**src/rtl/trivium_keystream_core.sv**
```systemverilog
// rtl/trivium_keystream_core.sv - Trivium keystream byte generator; TRIVIUM_PREFETCH_EN adds a one-byte skid buffer
`timescale 1ns/1ps
module trivium_keystream_core #(
  parameter int WARMUP_CYCLES = 1152,
  parameter int CNT_W         = 11
) (
  input  logic       clk,
  input  logic       rst_n,
  input  logic [7:0] seed_in,
  input  logic       seed_load,
  input  logic       restart,
  input  logic       ks_ready,
  output logic [7:0] ks_byte,
  output logic       ks_valid,
  output logic       busy
);
  typedef enum logic [1:0] {IDLE, WARMUP, RUN, HOLD} state_t;

  state_t       state, state_nx;
  logic [287:0] s;          // s[i-1] holds Trivium bit s(i)
  logic [287:0] s_step, s_seed;
  logic [CNT_W-1:0] wcnt;
  logic [2:0]   bit_cnt;
  logic [6:0]   acc;
  logic [79:0]  key, iv;
  logic         t1, t2, t3, z, n1, n2, n3;
  logic         step, byte_done;
  logic [7:0]   new_byte;
`ifdef TRIVIUM_PREFETCH_EN
  logic [7:0]   skid_byte;
  logic         skid_valid;
`endif

  always_comb begin
    t1 = s[65] ^ s[92];
    t2 = s[161] ^ s[176];
    t3 = s[242] ^ s[287];
    z  = t1 ^ t2 ^ t3;
    n1 = t1 ^ (s[90] & s[91]) ^ s[170];
    n2 = t2 ^ (s[174] & s[175]) ^ s[263];
    n3 = t3 ^ (s[285] & s[286]) ^ s[68];
    s_step = {s[286:177], n2, s[175:93], n1, s[91:0], n3};
  end

  // Key/IV bit 79 lands in s1 / s94, so both fields load bit-reversed.
  always_comb begin
    key    = {10{seed_in}};
    iv     = {10{seed_in ^ 8'h5A}};
    s_seed = '0;
    for (int j = 0; j < 80; j++) begin
      s_seed[j]      = key[79-j];
      s_seed[93+j]   = iv[79-j];
    end
    s_seed[287:285] = 3'b111;
  end

  always_ff @(posedge clk or negedge rst_n) begin
    if (!rst_n) state <= IDLE;
    else        state <= state_nx;
  end

  always_comb begin
    state_nx = state;
    step     = 1'b0;
    case (state)
      WARMUP: begin
        step = 1'b1;
        if (wcnt == CNT_W'(WARMUP_CYCLES - 1)) state_nx = RUN;
      end
      RUN: begin
`ifdef TRIVIUM_PREFETCH_EN
        step = !(ks_valid && skid_valid);
`else
        step = 1'b1;
        if (bit_cnt == 3'd7) state_nx = HOLD;
`endif
      end
      HOLD: if (ks_ready) state_nx = RUN;
      default: ;
    endcase
    if (restart)   state_nx = IDLE;
    if (seed_load) state_nx = WARMUP;
  end

  assign byte_done = step && (state == RUN) && (bit_cnt == 3'd7);
  assign new_byte  = {z, acc};
  assign busy      = (state == WARMUP);

  always_ff @(posedge clk or negedge rst_n) begin
    if (!rst_n) begin
      s <= '0; wcnt <= '0; bit_cnt <= '0; acc <= '0;
      ks_byte <= 8'h00; ks_valid <= 1'b0;
`ifdef TRIVIUM_PREFETCH_EN
      skid_byte <= 8'h00; skid_valid <= 1'b0;
`endif
    end else if (seed_load || restart) begin
      s <= seed_load ? s_seed : '0;
      wcnt <= '0; bit_cnt <= '0; acc <= '0;
      ks_byte <= 8'h00; ks_valid <= 1'b0;
`ifdef TRIVIUM_PREFETCH_EN
      skid_byte <= 8'h00; skid_valid <= 1'b0;
`endif
    end else begin
      if (step) s <= s_step;
      if (state == WARMUP) wcnt <= wcnt + 1'b1;
      // First generated bit shifts down to acc[0] by the time the byte completes.
      if (step && state == RUN) begin
        bit_cnt <= bit_cnt + 1'b1;
        acc     <= {z, acc[6:1]};
      end
`ifdef TRIVIUM_PREFETCH_EN
      if (ks_valid && ks_ready) begin
        if (skid_valid) begin
          ks_byte    <= skid_byte;
          skid_valid <= byte_done;
          if (byte_done) skid_byte <= new_byte;
        end else begin
          ks_valid <= byte_done;
          if (byte_done) ks_byte <= new_byte;
        end
      end else if (byte_done) begin
        if (!ks_valid) begin
          ks_byte  <= new_byte;
          ks_valid <= 1'b1;
        end else begin
          skid_byte  <= new_byte;
          skid_valid <= 1'b1;
        end
      end
`else
      if (byte_done) begin
        ks_byte  <= new_byte;
        ks_valid <= 1'b1;
      end else if (state == HOLD && ks_ready) begin
        ks_valid <= 1'b0;
      end
`endif
    end
  end
endmodule
```
**config.mk**
```make
export PLATFORM = sky130hd
export DESIGN_NAME = trivium_keystream_core
export DESIGN_NICKNAME = d
export VERILOG_FILES = /design/src/rtl/trivium_keystream_core.sv
export SDC_FILE = /design/constraint.sdc
export NUM_CORES = 1
export LEC_CHECK = 0
export CORE_AREA = 2 2 175 177
export CTS_CLUSTER_SIZE = 14
export DETAILED_ROUTE_END_ITERATION = 10
export DIE_AREA = 0 0 177 179
export PLACE_DENSITY = 0.65
export SYNTH_ARGS = -nofsm -noshare
export SYNTH_HDL_FRONTEND = slang
export SYNTH_SLANG_ARGS = --single-unit
```
**constraint.sdc**
```tcl
create_clock -name clk -period 1.7 [get_ports clk]
set_clock_uncertainty 0.2 [all_clocks]
set_input_delay 0.255 -clock clk [delete_from_list [all_inputs] [get_ports clk]]
set_output_delay 0.255 -clock clk [all_outputs]
set_load 0.01 [all_outputs]
```
==> metrics.txt <==
Skew-Pair Late Insertion Delay=just over 0.5 ns; number of flops mapped to enable cells by yosys=0; post-synthesis cell count=about 1.3k; final WL=about 30 mm; r2r endpoint=s[133]$_DFFE_PN0N_; top-count cell post-synth=dfrtp_1; crit end category=flip-flop; status=complete, but fails checks; Row Count=64; M3 GR Usage=0.0250; Seq/Total Area, Yosys=0.602; failing checks=setup timing; CTS tree=built; Setup-failing EPs final=299; die height=~180 µm; GR Util All Layers=0.180; Worst-Margin Slew=0.602 ns; die area=31700 µm²; GRT overflow=0; post-synthesis cell type count=39; # clock sinks=320; post-layout util=0.572; fmax=around 500 MHz; drt pass-1 iters=5; min Tclk post-route=1.95 ns; RSZ-0062 raised after global routing=yes; Pwr Density=~1100 nW/µm²; depth of the most critical reg-to-reg path=8; Synth top area share=0.602; Synth area leader=dfrtp_1; YS warnings=0; IO Port Bufs=22; Max rail drop VDD=roughly 0.57 mV; Layout Nets=1391; CTS root buf=clkbuf_16; critical path class=flip-flop to flip-flop; worst setup margin=-0.254 ns; largest net degree at the start of global routing=71; Seq cells post-synth=320; initial antenna violation count=0; drt via density=about 5.4; routability cong.=0.740; dominant synthesized flop cell=dfrtp_1; DRT iter0 DRCs=840; Avg WL per Cell=approximately 17 µm; diode count=0; Synth async-reset ratio=1.00; Lkg Pwr=roughly 7.7 nW; Slew headroom=0.599; Largest stage delay, worst path=~0.39 ns; period utilisation layout=1.15; max_cap viols=0; DRC violations left=0; dpl hpwl=around 16 mm; Initial Utilization=0.443; worst hold margin=around 0.013 ns; number of H-tree levels=2; FF-to-FF Start=state[0]$_DFFE_PN0P_; Filler cells=2429; global-route wire length before repair=between 40 and 50 mm; post-synth net total=1305; Hold Crit Class=primary input to async pin; Layout area overhead=29.3%; share of cells above drive strength 1=0.242; Max clock buf depth=3; antenna-violating nets left=0; vias in the first global route=roughly 9.1k; crit path DAT=roughly 2.2 ns; GR peak layer=met2; crit path max fanout=8; Critical Path Start=state[0]$_DFFE_PN0P_; Worst EP required=about 1.9 ns; commonest cells in the netlist=dfrtp_1 (320), nor2_1 (306), a21oi_1 (169); Core Area=approximately 30000 µm²; Setup crit end=s[133]$_DFFE_PN0N_; worst reg2reg setup slack=-0.25 ns; placed insts=1695; Hold Fails Final Rpt=0; met1 usage=0.261; Post-Syn Area=~13000 µm²; crit path launch type=flip-flop; vias=~9.6k; number of I/O pins=23; Power Total=0.0182 W; CP Cell Sequence=buf_6, inv_4, ha_4, buf_12, buf_8, a21boi_4, clkbuf_16, a21oi_2; clock-pin slew on the worst setup and hold paths=0.06 ns; ranking of synthesized cells by area=dfrtp_1 (60%), mux2i_1 (10%), nor2_1 (8.6%); Mapped Avg Cell Area=around 10 µm²; Num CTS Buffers=34; GR Layer Usage met2=0.288; fin. max-slew vios=0; die width=around 180 µm; CP max-delay cell=dfrtp_1; Layout Cells excl Fill=~1.8k
-- per-stage QoR --
step	setup slack (ns)	setup TNS, ns	instance area, µm²
final	-0.254	-43.93	17200
after global routing	-0.307	-64.83	17200
after CTS	-0.218	-35.22	16000
after detailed placement	-0.285	-73.66	14700
after global placement	-0.260	-67.57	14700
after floorplan	-0.109	-2.19	13400
-- final cells by class --
cell class | count | area, µm² | area share
inverters | 6 | 27.5 | 0.00160
clock buffers | 55 | 1020 | 0.0594
repair buffers | 142 | 2040 | 0.119
flip-flops and latches | 320 | 8010 | 0.466
well taps | 396 | 495 | 0.0288
multi-input cells | 867 | 5570 | 0.324
clock inverters | 4 | 23.8 | 0.00138
-- cell families (layout without fill, tap and decap cells) --
kind of cell / after synthesis / count (layout) / synth area share
buffers and inverters: 100 / 207 / 0.0384
and+or+nand+nor: 397 / 399 / 0.117
adders and majority gates: 7 / 7 / 0.00659
AOI/OAI and AO/OA: 306 / 306 / 0.117
xor gates and xnor gates: 19 / 19 / 0.0158
muxes: 136 / 136 / 0.102
DFF: 320 / 320 / 0.602
-- worst max-delay path, delay by kind of cell (launching register included) --
family	cells	cell delay [ns]
compound gates	2	0.32
fa+ha+maj	1	0.25
buf+inv	5	0.68
flops	1	0.39
-- layout by cell type, fill, tap and decap left out, drive strengths merged, types with 2 or more instances in the layout --
| master | instances |
|---|---|
| a21oi | 169 |
| and2 | 5 |
| buf | 108 |
| clkbuf | 68 |
| clkdlybuf4s50 | 11 |
| clkinv | 3 |
| dfrtp | 320 |
| dlygate4sd2 | 9 |
| ha | 7 |
| inv | 7 |
| mux2i | 136 |
| nand2 | 69 |
| nand2b | 5 |
| nand3 | 2 |
| nand4 | 3 |
| nor2 | 306 |
| nor3b | 2 |
| o21ai | 130 |
| xnor2 | 10 |
| xor2 | 7 |
-- power breakdown --
part           switching (W)  total [W]  internal [W]
registers           0.000352    0.00842       0.00807
logic                0.00141    0.00270       0.00129
clock network        0.00293    0.00704       0.00410
total                0.00470     0.0182        0.0135
-- worst min-delay path by stage --
stage               start             endpoint  slack (ns)
floorplan           rst_n   acc[0]$_DFFE_PN0P_       -0.24
global placement    rst_n  wcnt[3]$_DFFE_PN0P_       -0.05
detailed placement  rst_n   s[234]$_DFFE_PN0N_       -0.05
CTS                 rst_n   s[256]$_DFFE_PN0N_       0.004
global route        rst_n   s[227]$_DFFE_PN0N_        0.03
finish              rst_n   s[255]$_DFFE_PN0N_        0.01
-- state kept, by name, summed over array words and instances (netlist names) --
signal / flops
acc: 7
state: 2
bit_cnt: 3
wcnt: 11
s: 288
ks_valid: 1
ks_byte: 8
-- per-layer routing --
layer	vias up	wire length, µm
met5	-	0
met2	166	14800
met1	4865	13700
met4	0	503
met3	49	1110
li1	4504	-
-- what timing repair did --
item / 4_1_cts / 5_1_grt
setup buffers: 6 / 9
cloned: 5 / 17
endpoints found under the setup margin: 242 / 305
hold buffers: 1 / 0
pin swaps: 1 / 10
hold endpoints to repair: 320 / 0
resized for setup: 53 / 224
(Power assumes the default switching activity.)
